**src/rtl/instr_issue.sv**
```systemverilog
// instr_issue: instruction memory, PC stepping and RAW-scoreboarded valid/ready issue to the regfile decode port
module instr_issue #(
  parameter int          IMEM_DEPTH = 64,
  parameter logic [31:0] PC_RESET   = 32'h0
) (
  input  logic                          clock,
  input  logic                          reset,
  input  logic                          load_en,
  input  logic [$clog2(IMEM_DEPTH)-1:0] load_addr,
  input  logic [31:0]                   load_data,
  input  logic                          start,
  output logic [31:0]                   instruction,
  output logic                          issue_valid,
  input  logic                          issue_ready,
  input  logic                          wb_valid,
  input  logic [4:0]                    wb_rd,
  output logic [31:0]                   pc,
  output logic                          busy,
  output logic                          halted
);
  localparam int          AW      = $clog2(IMEM_DEPTH);
  localparam logic [31:0] PC_MASK = 32'(IMEM_DEPTH * 4 - 1);
  localparam logic [31:0] ECALL   = 32'h0000_0073;
  typedef enum logic [2:0] {IDLE, FETCH, ISSUE, STALL, HALT} state_t;
  state_t      state, state_next;
  logic [31:0] imem [IMEM_DEPTH];
  logic [31:0] pending, pending_next, pc_next, pc_inc, instr_next, word;
  logic [AW-1:0] rd_idx;
  logic        xfer, writes_rd, loadable;
  function automatic logic hazard(input logic [31:0] p, input logic [4:0] a, input logic [4:0] b);
    return p[a] | p[b];
  endfunction
  assign xfer      = state == ISSUE && issue_ready;
  assign loadable  = state == IDLE || state == HALT;
  assign pc_inc    = (pc + 32'd4) & PC_MASK;
  assign rd_idx    = state == FETCH ? pc[2 +: AW] : pc_inc[2 +: AW];
  assign word      = imem[rd_idx];
  assign writes_rd = instruction[11:7] != 5'd0 &&
                     instruction[6:0] inside {7'b0110011, 7'b0010011, 7'b0110111, 7'b0010111, 7'b0000011};
  always_comb begin
    pending_next = pending;
    if (wb_valid) pending_next[wb_rd] = 1'b0;
    if (xfer && writes_rd) pending_next[instruction[11:7]] = 1'b1;
    pending_next[0] = 1'b0;
  end
  // A newly captured instruction is checked against the scoreboard as it will
  // stand after this edge, so issue_valid never rises for a hazardous word.
  always_comb begin
    state_next = state;
    pc_next    = pc;
    instr_next = instruction;
    case (state)
      IDLE, HALT: if (start) begin
        state_next = FETCH;
        pc_next    = PC_RESET;
      end
      FETCH: begin
        instr_next = word;
        state_next = hazard(pending_next, word[19:15], word[24:20]) ? STALL : ISSUE;
      end
      ISSUE: if (xfer) begin
        if (instruction == ECALL) state_next = HALT;
        else begin
          pc_next    = pc_inc;
          instr_next = word;
          state_next = hazard(pending_next, word[19:15], word[24:20]) ? STALL : ISSUE;
        end
      end
      STALL: state_next = hazard(pending, instruction[19:15], instruction[24:20]) ? STALL : ISSUE;
      default: state_next = IDLE;
    endcase
  end
  always_ff @(posedge clock) begin
    if (reset) begin
      state       <= IDLE;
      pc          <= PC_RESET;
      instruction <= '0;
      pending     <= '0;
    end else begin
      state       <= state_next;
      pc          <= pc_next;
      instruction <= instr_next;
      pending     <= pending_next;
    end
  end
  always_ff @(posedge clock) if (load_en && loadable) imem[load_addr] <= load_data;
  assign issue_valid = state == ISSUE;
  assign busy        = state == FETCH || state == ISSUE || state == STALL;
  assign halted      = state == HALT;
endmodule

```
**config.mk**
```make
export PLATFORM = sky130hd
export DESIGN_NAME = instr_issue
export DESIGN_NICKNAME = d
export VERILOG_FILES = /design/src/rtl/instr_issue.sv
export SDC_FILE = /design/constraint.sdc
export NUM_CORES = 2
export LEC_CHECK = 0
export CAP_MARGIN = 20
export CORE_MARGIN = 1
export CORE_UTILIZATION = 55
export CTS_CLUSTER_SIZE = 12
export DETAILED_ROUTE_END_ITERATION = 7
export GPL_ROUTABILITY_DRIVEN = 0
export GPL_TIMING_DRIVEN = 0
export PLACE_DENSITY_LB_ADDON = 0.2
export SLEW_MARGIN = 20
export SYNTH_ARGS = -nofsm -noshare
export SYNTH_HDL_FRONTEND = slang
export SYNTH_SLANG_ARGS = --single-unit
```
**constraint.sdc**
```tcl
create_clock -name clock -period 4.1 [get_ports clock]
set_input_delay 0.82 -clock clock [delete_from_list [all_inputs] [get_ports clock]]
set_output_delay 0.82 -clock clock [all_outputs]
set_load 0.05 [all_outputs]
```
==> flow_summary.ini <==
[synthesis]
synth_xor_area_share_pct = 0.0479
syn_area_mm2 = 0.0861
synth_top_family_by_area = multiplexers
yosys.area_share.adder_pct = 0.0145
synthCells = 4586
synth.area.top_cells = edfxtp_1 71%, mux4_2 14%, mux2i_1 2.7%, nand2_1 2.2%, dfxtp_1 1.7%
ys_ff_latch = 2120
synth_flop_cell = edfxtp_1
synth_warnings = 0
async_flop_share_pct = 0
synth.area.mux_share_pct = 16.6
synth_simple_gate_area_share_pct = 5.29
synth.distinct_cells = 90
synth.top_cell.area_share_pct = 71.4
synthDominantAreaCellType = edfxtp_1
synth_compound_area_share_pct = 3.09
synth-edff-count = 2048
yosysSeqAreaShare_pct = 73.1
avgSynthCellArea_um2 = 18.8

[finish]
nNetsFinal = 5158
fin_util_pct = 66.8
final_cell_mix = 2,048 x edfxtp_1, 517 x mux4_2, 489 x nand2_1
drive_gt1_share_pct = 30.1
area_growth_pct = 19.9
design_area_mm2 = 0.103
layout_commonest_cell = edfxtp_1
nFillCells = 9742

[drt]
vias_per_cell = 6.83
wirelength_mm = 261
drtAntennaViolNets = 0
drt_iter0_drc = 7986
wl_per_cell_um = 35.9
drc = 0
dr.pass1.iters = 7
vias = 49800

[timing]
final_hold_viol_count = 0
maxSlewViolCount = 0
setup-violations-final = 1
setup_tns_ps = -23.9
tightestPinTransition_ps = 1010
slew_headroom_pct = 32.8
skew_ps = 33.0
period_share_pct = 101
rsz0062_at_grt = yes
post-route-min-period_ps = 4120
setup_slack_ps = -23.9
fmax_mhz = 242

[grt]
met2_usage_pct = 50.4
antenna_found_initial = 10
grtUsageTotal_pct = 32.9
met3_usage_pct = 6.91
grt_pass1_wl_mm = 360
grt_pass1_vias = 47700
met1_usage_pct = 45.6
top_usage_layer = met2
grt_max_degree = 65
grt.overflow.total = 0

[power]
p_leak_nw = 32.6
p_int_mw = 39.9
p_per_area_mw_per_mm2 = 535
p_sw_mw = 15.4
p_total_mw = 55.2
clkPwrFrac_pct = 32.2
ir_drop_mv = 0.414
p_sw_share_pct = 27.8
comb_power_share_pct = 24.1
seqPwrFrac_pct = 43.7

[critical_path]
startpoint_type = flip-flop
setup.worst_path.class = flip-flop to flip-flop
critical_path_required_ps = 4820
crit_arrival_ps = 4850
end_kind = flip-flop
critPathMaxFanout = 10
regToRegSetupSlack_ps = -20

[floorplan]
die_w_um = 398
row_count = 144
start_util_pct = 55.7
die_h_um = 398
num_io_pins = 116
core_mm2 = 0.155
dieArea_mm2 = 0.158

[clock_tree]
clkTransAtPathRegs_ps = 70
cts_root_buf = clkbuf_16
cts_tree = built
h-tree-depth = 4
clock-sinks = 2120
insertion_delay_ps = 850
cts_made_buffers = 210
clockBufferDepth = 3

[run]
drv_cap = 0

[placed_design]
dp_hpwl_mm = 173
dpl_cell_area_mm2 = 0.0936
io_buffers = 85
place_ws_ps = -2310

[outcome]
status = finished, violations left
violations = negative setup slack

[hold_path]
hp-class = primary input to flip-flop
-- state kept, by name (all words and copies together), names as in the netlist --
register and count:
pc 6, pending 31, imem 2048, state 3, instruction 32
-- metrics by stage --
step / std cells / hold slack [ps]
after global routing: 7277 / 189
after global placement: 6740 / 493
after CTS: 7246 / 164
final: 7280 / 219
after floorplan: 4611 / 508
after detailed placement: 6889 / 512
-- worst max-delay path, cell delays in order, from the launching register on --
cell      delay, ps
dfxtp_2         370
ha_2            340
buf_6           160
buf_12          180
buf_12          190
buf_6           180
mux2_4          250
buf_6           240
buf_6           270
clkbuf_4        310
mux4_2          320
nand2_1          90
nand3_1         270
a311oi_2        450
nor3_4          130
a21oi_1         140
nor2_1           50
-- final cells by class --
cell class	count	area (um^2)	share of cell area (%)
flip-flops and latches	2120	62900	60.9
repair buffers	285	4720	4.57
plain buffers	310	2900	2.81
inverters	6	22.5	0.0218
clock inverters	63	536	0.518
clock buffers	274	5620	5.44
multi-input cells	2175	24000	23.2
well taps	2044	2560	2.48
diodes	3	7.51	0.00727
-- final timing paths --
| kind | startpoint | end | cells past startpoint |
|---|---|---|---|
| worst max register to register | pc[3] | instruction[26] | 16 |
| worst min register to register | instruction[19] | instruction[19] | 2 |
| worst min-delay path | load_data[10] | imem[23][10] | 1 |
| worst max-delay path | pc[3] | instruction[26] | 16 |
-- repair_timing --
action	in CTS	in global routing
gates resized for setup	443	272
cloned	0	7
pin swaps	36	61
setup endpoints to repair	32	25
hold buffers	0	0
setup buffers	20	24
-- cell families (layout without fill, tap and decap cells) --
family	Yosys count	after routing
flip-flops	2120	2120
AND/OR/NAND/NOR	1009	1009
XOR/XNOR	3	3
buffers and inverters	316	938
adder cells (fa/ha/maj)	1	1
AO/OA/AOI/OAI	363	363
multiplexers	773	773
other	1	29
-- Yosys cell counts, drive strengths merged, types with 40 or more instances --
master	n
edfxtp	2048
mux4	519
nand2	502
mux2i	237
buf	220
nor2	159
nand3	146
a311oi	92
clkbuf	90
dfxtp	72
a21oi	67
o21ai	54
and3	52
nor3	43
nor2b	40
-- power groups by stage --
stage	registers (mW)	clock network, mW	logic (mW)
floorplan	24.9	0	6.95
CTS	24.1	17.8	12.1
global placement	24.6	0	10.7
global route	24.1	18.6	13.8
detailed placement	24.6	0	11.1
finish	24.1	17.8	13.3
-- metal layers --
layer  vias up  wire, um
met5         -        21
li1      19700         -
met3       640     32300
met4         4     13800
met1     25700     93800
met2      3713    122000
Power figures use the tool's default switching activity.
